## src/rtl/crypt_selftest_seq.sv

```systemverilog
// Crypto core self-test sequencer: writes text/key/GO over a register bus, polls busy,
// reads the result back and compares it against the expected vector.
module crypt_selftest_seq #(
  parameter int unsigned pBYTECNT_SIZE  = 7,
  parameter int unsigned pTEXT_BYTES    = 16,
  parameter int unsigned pKEY_BYTES     = 16,
  parameter int unsigned pOUT_BYTES     = 16,
  parameter logic [5:0]  pREG_TEXTIN    = 6'd4,
  parameter logic [5:0]  pREG_KEY       = 6'd5,
  parameter logic [5:0]  pREG_GO        = 6'd6,
  parameter logic [5:0]  pREG_CIPHEROUT = 6'd7,
  parameter int unsigned pRD_LAT        = 2,
  parameter int unsigned pPOLL_GAP      = 4,
  parameter int unsigned pTIMEOUT       = 30000
) (
  input  logic                        usb_clk,
  input  logic                        resetn,
  input  logic                        start_i,
  input  logic [1:0]                  mode_i,
  input  logic                        clr_i,
  input  logic [8*pTEXT_BYTES-1:0]    text_i,
  input  logic [8*pKEY_BYTES-1:0]     key_i,
  input  logic [8*pOUT_BYTES-1:0]     expected_i,
  output logic [8+pBYTECNT_SIZE-1:0]  reg_addr_o,
  output logic [7:0]                  reg_wdata_o,
  output logic                        reg_write_o,
  output logic                        reg_read_o,
  input  logic [7:0]                  reg_rdata_i,
  output logic                        busy_o,
  output logic                        done_o,
  output logic                        pass_o,
  output logic                        fail_o,
  output logic                        timeout_o,
  output logic [8*pOUT_BYTES-1:0]     result_o,
  output logic [15:0]                 err_count_o,
  output logic [15:0]                 latency_o
);

  localparam int unsigned CW = pBYTECNT_SIZE;
  localparam int unsigned AW = 8 + pBYTECNT_SIZE;
  localparam int unsigned SW = 16;
  localparam int unsigned TW = 32;

  typedef enum logic [3:0] {
    IDLE, WR_TEXT, WR_KEY, WR_GO, POLL_RD, POLL_GAP, RD_OUT, CMP, DONE
  } state_t;

  state_t                    state_q, state_d;
  logic [1:0]                mode_q, mode_d;
  logic [8*pTEXT_BYTES-1:0]  text_q, text_d;
  logic [8*pKEY_BYTES-1:0]   key_q, key_d;
  logic [8*pOUT_BYTES-1:0]   expct_q, expct_d;
  logic [CW-1:0]             cnt_q, cnt_d;
  logic [SW-1:0]             sub_q, sub_d;
  logic [TW-1:0]             tcnt_q, tcnt_d, tcnt_inc;
  logic [AW-1:0]             addr_q, addr_d;
  logic [7:0]                wdata_q, wdata_d;
  logic                      wr_q, wr_d, rd_q, rd_d;
  logic                      busy_q, busy_d, done_q, done_d;
  logic                      pass_q, pass_d, fail_q, fail_d, to_q, to_d;
  logic [8*pOUT_BYTES-1:0]   result_q, result_d;
  logic [15:0]               err_q, err_d, lat_q, lat_d;
  logic                      wait_st;

  always_ff @(posedge usb_clk) begin
    if (!resetn) begin
      state_q  <= IDLE;
      mode_q   <= '0;
      text_q   <= '0;
      key_q    <= '0;
      expct_q  <= '0;
      cnt_q    <= '0;
      sub_q    <= '0;
      tcnt_q   <= '0;
      addr_q   <= '0;
      wdata_q  <= '0;
      wr_q     <= 1'b0;
      rd_q     <= 1'b0;
      busy_q   <= 1'b0;
      done_q   <= 1'b0;
      pass_q   <= 1'b0;
      fail_q   <= 1'b0;
      to_q     <= 1'b0;
      result_q <= '0;
      err_q    <= '0;
      lat_q    <= '0;
    end else begin
      state_q  <= state_d;
      mode_q   <= mode_d;
      text_q   <= text_d;
      key_q    <= key_d;
      expct_q  <= expct_d;
      cnt_q    <= cnt_d;
      sub_q    <= sub_d;
      tcnt_q   <= tcnt_d;
      addr_q   <= addr_d;
      wdata_q  <= wdata_d;
      wr_q     <= wr_d;
      rd_q     <= rd_d;
      busy_q   <= busy_d;
      done_q   <= done_d;
      pass_q   <= pass_d;
      fail_q   <= fail_d;
      to_q     <= to_d;
      result_q <= result_d;
      err_q    <= err_d;
      lat_q    <= lat_d;
    end
  end

  always_comb begin
    state_d  = state_q;
    mode_d   = mode_q;
    text_d   = text_q;
    key_d    = key_q;
    expct_d  = expct_q;
    cnt_d    = cnt_q;
    sub_d    = sub_q;
    tcnt_d   = tcnt_q;
    tcnt_inc = tcnt_q + TW'(1);
    pass_d   = pass_q;
    fail_d   = fail_q;
    to_d     = to_q;
    result_d = result_q;
    err_d    = err_q;
    lat_d    = lat_q;
    wait_st  = (state_q == WR_GO) || (state_q == POLL_RD) || (state_q == POLL_GAP);

    unique case (state_q)
      IDLE: begin
        if (start_i) begin
          mode_d  = mode_i;
          text_d  = text_i;
          key_d   = key_i;
          expct_d = expected_i;
          pass_d  = 1'b0;
          fail_d  = 1'b0;
          to_d    = 1'b0;
          cnt_d   = '0;
          sub_d   = '0;
          tcnt_d  = '0;
          state_d = (mode_i == 2'd3) ? WR_KEY : WR_TEXT;
        end
      end
      WR_TEXT: begin
        if (cnt_q == CW'(pTEXT_BYTES - 1)) begin
          cnt_d   = '0;
          state_d = (mode_q == 2'd1) ? WR_GO : WR_KEY;
        end else begin
          cnt_d = cnt_q + CW'(1);
        end
      end
      WR_KEY: begin
        if (cnt_q == CW'(pKEY_BYTES - 1)) begin
          cnt_d = '0;
          if (mode_q == 2'd3) begin
            state_d = DONE;
            pass_d  = 1'b1;
          end else begin
            state_d = WR_GO;
          end
        end else begin
          cnt_d = cnt_q + CW'(1);
        end
      end
      WR_GO: begin
        tcnt_d  = tcnt_inc;
        sub_d   = '0;
        state_d = POLL_RD;
      end
      POLL_RD: begin
        tcnt_d = tcnt_inc;
        sub_d  = sub_q + SW'(1);
        if (sub_q == SW'(pRD_LAT)) begin
          sub_d = '0;
          lat_d = (tcnt_q > TW'(16'hFFFF)) ? 16'hFFFF : tcnt_q[15:0];
          if (reg_rdata_i[0]) begin
            state_d = POLL_GAP;
          end else begin
            cnt_d   = '0;
            state_d = RD_OUT;
          end
        end
      end
      POLL_GAP: begin
        tcnt_d = tcnt_inc;
        sub_d  = sub_q + SW'(1);
        if (sub_q == SW'(pPOLL_GAP - 1)) begin
          sub_d   = '0;
          state_d = POLL_RD;
        end
      end
      RD_OUT: begin
        sub_d = sub_q + SW'(1);
        if (sub_q == SW'(pRD_LAT)) begin
          sub_d = '0;
          for (int k = 0; k < int'(pOUT_BYTES); k++) begin
            if (cnt_q == CW'(k)) result_d[8*k +: 8] = reg_rdata_i;
          end
          if (cnt_q == CW'(pOUT_BYTES - 1)) begin
            cnt_d   = '0;
            state_d = CMP;
          end else begin
            cnt_d = cnt_q + CW'(1);
          end
        end
      end
      CMP: begin
        pass_d  = (mode_q == 2'd2) || (result_q == expct_q);
        fail_d  = !pass_d;
        state_d = DONE;
      end
      DONE: begin
        state_d = IDLE;
        if (fail_q && (err_q != 16'hFFFF)) err_d = err_q + 16'd1;
      end
      default: state_d = IDLE;
    endcase

    // Timeout beats a poll completing on the same edge; any read in flight is dropped.
    if (wait_st && (tcnt_inc >= TW'(pTIMEOUT))) begin
      state_d = DONE;
      to_d    = 1'b1;
      fail_d  = 1'b1;
      pass_d  = 1'b0;
      lat_d   = (tcnt_inc > TW'(16'hFFFF)) ? 16'hFFFF : tcnt_inc[15:0];
    end

    if (clr_i) err_d = '0;
  end

  // Bus strobes are decoded from the next state so they line up with the state they belong to.
  always_comb begin
    wr_d    = 1'b0;
    rd_d    = 1'b0;
    addr_d  = '0;
    wdata_d = '0;
    unique case (state_d)
      WR_TEXT: begin
        wr_d   = 1'b1;
        addr_d = {2'b00, pREG_TEXTIN, cnt_d};
        for (int k = 0; k < int'(pTEXT_BYTES); k++) begin
          if (cnt_d == CW'(k)) wdata_d = text_d[8*k +: 8];
        end
      end
      WR_KEY: begin
        wr_d   = 1'b1;
        addr_d = {2'b00, pREG_KEY, cnt_d};
        for (int k = 0; k < int'(pKEY_BYTES); k++) begin
          if (cnt_d == CW'(k)) wdata_d = key_d[8*k +: 8];
        end
      end
      WR_GO: begin
        wr_d    = 1'b1;
        addr_d  = {2'b00, pREG_GO, CW'(0)};
        wdata_d = 8'h01;
      end
      POLL_RD: begin
        rd_d   = (sub_d == '0);
        addr_d = {2'b00, pREG_GO, CW'(0)};
      end
      RD_OUT: begin
        rd_d   = (sub_d == '0);
        addr_d = {2'b00, pREG_CIPHEROUT, cnt_d};
      end
      default: ;
    endcase
    busy_d = (state_d != IDLE);
    done_d = (state_d == DONE);
  end

  assign reg_addr_o  = addr_q;
  assign reg_wdata_o = wdata_q;
  assign reg_write_o = wr_q;
  assign reg_read_o  = rd_q;
  assign busy_o      = busy_q;
  assign done_o      = done_q;
  assign pass_o      = pass_q;
  assign fail_o      = fail_q;
  assign timeout_o   = to_q;
  assign result_o    = result_q;
  assign err_count_o = err_q;
  assign latency_o   = lat_q;

endmodule

```

## config.mk

```make
export PLATFORM = sky130hd
export DESIGN_NAME = crypt_selftest_seq
export DESIGN_NICKNAME = d
export VERILOG_FILES = /design/src/rtl/crypt_selftest_seq.sv
export SDC_FILE = /design/constraint.sdc
export NUM_CORES = 2
export LEC_CHECK = 0
export ABC_CLOCK_PERIOD_IN_PS = 3200
export BUFFER_PORTS_ARGS = -buffer_cell sky130_fd_sc_hd__buf_4
export CORE_UTILIZATION = 50
export CTS_BUF_LIST = sky130_fd_sc_hd__clkbuf_16
export DETAILED_ROUTE_END_ITERATION = 8
export GPL_TIMING_DRIVEN = 0
export PLACE_DENSITY = 0.73
export SLEW_MARGIN = 20
export SYNTH_ARGS = -nofsm -noshare
export SYNTH_HDL_FRONTEND = slang
export SYNTH_SLANG_ARGS = --single-unit
```

## constraint.sdc

```tcl
create_clock -name usb_clk -period 3.2 [get_ports usb_clk]
set_clock_uncertainty 0.2 [all_clocks]
set_input_delay 0.32 -clock usb_clk [delete_from_list [all_inputs] [get_ports usb_clk]]
set_output_delay 0.32 -clock usb_clk [all_outputs]
set_load 0.01 [all_outputs]
```

==> summary.txt <==
STA
  – Unrepaired setup endpoints after global routing: yes
  – Final Setup Violations: 17
  – Setup ws final: -0.709 ns
  – Final Cycle Share: 122%
  – F_max: 256 MHz
  – Final Max Tran Viols: 0
  – Final worst path period need: between 3 and 4 ns
  – Final Hold Viols: 0
  – Slew margin rel.: 17.4%
  – Worst-margin pin slew: 1.24 ns
  – Hold_ws: 0.0508 ns

Critical path
  – Critical Path AT: 4.20 ns
  – Setup slack, reg-to-reg: -0.71 ns
  – Crit path capture type: flop
  – R2r startpoint: state_q[0]
  – Critical Path RT: 3.49 ns
  – Crit-path cells: buf_2 -> or4_4 -> nor4b_4 -> a21oi_2 -> a22oi_2 -> buf_6 -> buf_8 -> buf_4 -> o221a_2 -> a32oi_1 -> o22ai_2 -> a211oi_2 -> buf_4 -> a2bb2oi_2 -> o22ai_1
  – Slowest cell on crit path: or4_4
  – CP peak stage delay: about 0.54 ns
  – R2R Path End: reg_wdata_o[6]
  – Reg2Reg Depth: 15
  – Type of origin of the critical path: flop
  – Setup CP Type: flop to flop
  – Cell repeated most along the worst path: buf_4
  – Crit Path Max Fanout: 10

Clocking
  – TritonCTS Buffers: 68
  – Sink Count: 630
  – Number of H-tree levels: 3
  – Root buffer cell: clkbuf_16
  – Clock tree buffer depth: 3
  – Clk pin slew, worst setup/hold paths: 0.06 ns
  – CTS tree: built
  – Clk Latency, worst-skew pair: 0.63 ns

Drt
  – DRC: 0
  – DR pass1 iterations: 7
  – Vias/cell: 6.24
  – M1 WL: 52.6 mm
  – Final WL: 152 mm
  – Routed len/inst: 26.8 um
  – Routed via count: 35400
  – DRT iter0 DRCs: 4498
  – Metal3 WL: a little under 20 mm
  – DRT antenna net count: 0
  – Highest routed layer: met5
  – Met2 WL: 66.3 mm

Power and ir drop
  – Switch Pwr: 6700 uW
  – Worst vdd ir: 0.000423 V
  – Seq pwr share: between 30% and 40%
  – Clock share of power: a little under two fifths
  – Switching share of power: 31.3%
  – Leak Pwr: about 0.018 uW
  – Logic pwr share: 22.9%
  – Overall power: 21400 uW
  – P_int: around 15000 uW
  – Pwr dens: 490 nW/um^2

Floorplanning
  – # IOs: 588
  – Die Span Y: 243 um
  – Row count: 88
  – Die area: 59300 um^2
  – Starting Density: 50.5%
  – Core footprint: 57700 um^2
  – Die Span X: 243 um

Global route
  – Initial antenna violation count: 12
  – GRT Total Usage: 48.8%
  – Total grt overflow: 0
  – Largest net degree at the start of global routing: 15
  – First-pass GRT wire length: 215 mm
  – Vias in the first global route: 33700

Min path
  – Worst hold path type: input port to flop
  – Hold path endpoint: result_o[111]
  – Hold_sp: reg_rdata_i[7]
  – Hold Path Depth: 3

Run status
  – Status: complete, but fails checks
  – Violated checks: setup timing

Synth
  – Top FF cell, synth: dfxtp_1
  – Synth Warn #: 0
  – Register area share after synthesis: 43.3%
  – Synth area leaders: dfxtp_1 43%, nand2_1 12%, a21oi_1 7.6%, mux2i_1 6.4%, nor2_1 4.4%
  – Mapped Cells: 3705
  – Fraction of registers with async set/reset: 0%
  – Area leader, netlist: dfxtp_1
  – Synth top area share: a little over two fifths
  – Synth Cell Area: between 20000 and 30000 um^2
  – #FFs+latches synth: 630
  – EDFF count, synth: 0
  – Synth cell types: 89
  – Synth Area per Inst: 7.87 um^2

Place
  – Routability congestion estimate: 1.03
  – Post-DP HPWL: slightly above 100 mm
  – PortBufs: 575

Final layout
  – Nets: 5253
  – Most frequent cells in the layout: 884 x nand2_1, 694 x buf_4, 606 x dfxtp_1, 429 x a21oi_1, 392 x dlygate4sd3_1
  – Most common cell after layout, fill and taps aside: nand2_1
  – Share of cells above drive strength 1: 24.4%
  – Syn-to-layout area delta: 50.0%

Job
  – Max-Cap Viols: 0
==> synthesized netlist by cell type, types with 8 or more instances <==
| master | count |
|---|---|
| buf_1 | 12 |
| o211ai_1 | 14 |
| o21a_1 | 11 |
| nand3_1 | 70 |
| nand2_1 | 896 |
| ha_1 | 9 |
| clkbuf_1 | 194 |
| buf_2 | 54 |
| o21ai_0 | 103 |
| xnor2_1 | 30 |
| a21o_1 | 10 |
| nor2b_1 | 11 |
| nor4_1 | 44 |
| nor3_1 | 57 |
| a21oi_1 | 444 |
| or3_1 | 21 |
| a31oi_1 | 33 |
| o221ai_1 | 12 |
| and2_1 | 28 |
| o22ai_1 | 37 |
| dfxtp_1 | 630 |
| inv_1 | 26 |
| a221oi_1 | 15 |
| a311oi_1 | 9 |
| nor2_1 | 341 |
| a32oi_1 | 8 |
| a211oi_1 | 21 |
| nand2b_1 | 8 |
| and3_1 | 27 |
| a22oi_1 | 10 |
| o31ai_1 | 10 |
| mux2i_1 | 187 |
| nand4_1 | 32 |
| buf_4 | 8 |
| xor2_1 | 119 |
==> final cells by class <==
cell class              count  area (um^2)
inverters                  27          105
fillers                  4180        14000
flip-flops and latches    630        12700
clock buffers              71         1780
multi-input cells        2778        16700
repair buffers           1082         9340
plain buffers             259         1720
clock inverters            48          415
diodes                     10         25.0
well taps                 765          957
==> repair_timing <==
| action | CTS | global route |
|---|---|---|
| hold buffers | 392 | 0 |
| endpoints found under the setup margin | 515 | 325 |
| setup buffers | 69 | 45 |
| cloned | 2 | 1 |
| hold endpoints to repair | 419 | 0 |
| pin swaps | 68 | 58 |
| resized for setup | 399 | 204 |
==> power groups by stage <==
stage,clock [uW],sequential [uW],combinational (uW)
CTS,7930,8480,4370
detailed placement,0,8650,3610
finish,8010,8500,4900
global route,8250,8520,4990
global placement,0,8640,3590
floorplan,0,8590,1940
==> per-layer routing <==
layer,track usage [%],vias to the layer above
met1,57.1,16500
met4,36.5,4
li1,-,15100
met2,75.7,2907
met3,14.0,837
met5,0,-
==> flip-flops by register name (all words and copies together) (netlist names), 2 cells and up <==
name and count:
result_o 128, reg_addr_o 10, expct_q 128, key_q 128
cnt_q 7, reg_wdata_o 8, tcnt_q 32, latency_o 16
sub_q 16, state_q 4, err_count_o 16, mode_q 2
text_q 128
==> worst max-delay path: cells and delay by family (launching register included) <==
kind / cells / cell delay, ns
compound gates: 8 / 1.80
simple gates: 2 / 0.72
flops: 1 / 0.29
buf+inv: 5 / 0.77
==> cells by family (layout without fill, tap and decap cells) <==
| logic type | count (synthesis) | count (layout) | share of synthesized area, % |
|---|---|---|---|
| simple gates | 1587 | 1587 | 23.6 |
| compound gates | 836 | 836 | 17.3 |
| fa+ha+maj | 9 | 9 | 0.386 |
| flops | 630 | 630 | 43.3 |
| buf+inv | 301 | 1487 | 4.30 |
| mux | 192 | 192 | 6.61 |
| other cells | 1 | 15 | 0.0129 |
| xor+xnor | 149 | 149 | 4.48 |
==> through the flow <==
step                setup slack [ns]  cell area [um^2]  instances  setup TNS (ns)  utilization, %
global placement               -1.97             34600       5049         -541.80            60.0
finish                        -0.709             43700       5670           -4.89            75.8
floorplan                    -0.0974             29300       3709          -0.347               -
detailed placement             -2.01             34600       5050         -541.95            60.0
CTS                           -0.539             42800       5625           -6.35            74.1
global route                  -0.712             43700       5666          -10.63            75.8
==> worst max-delay path by stage <==
stage | from | end | cells past startpoint
2_1_floorplan | sub_q[0] | reg_wdata_o[1] | 14
3_3_place_gp | state_q[0] | expct_q[30] | 12
5_1_grt | sub_q[0] | reg_wdata_o[6] | 18
6_report | state_q[0] | reg_wdata_o[6] | 15
4_1_cts | sub_q[0] | reg_wdata_o[1] | 15
3_5_place_dp | state_q[0] | expct_q[30] | 12
(Power assumes the default switching activity.)
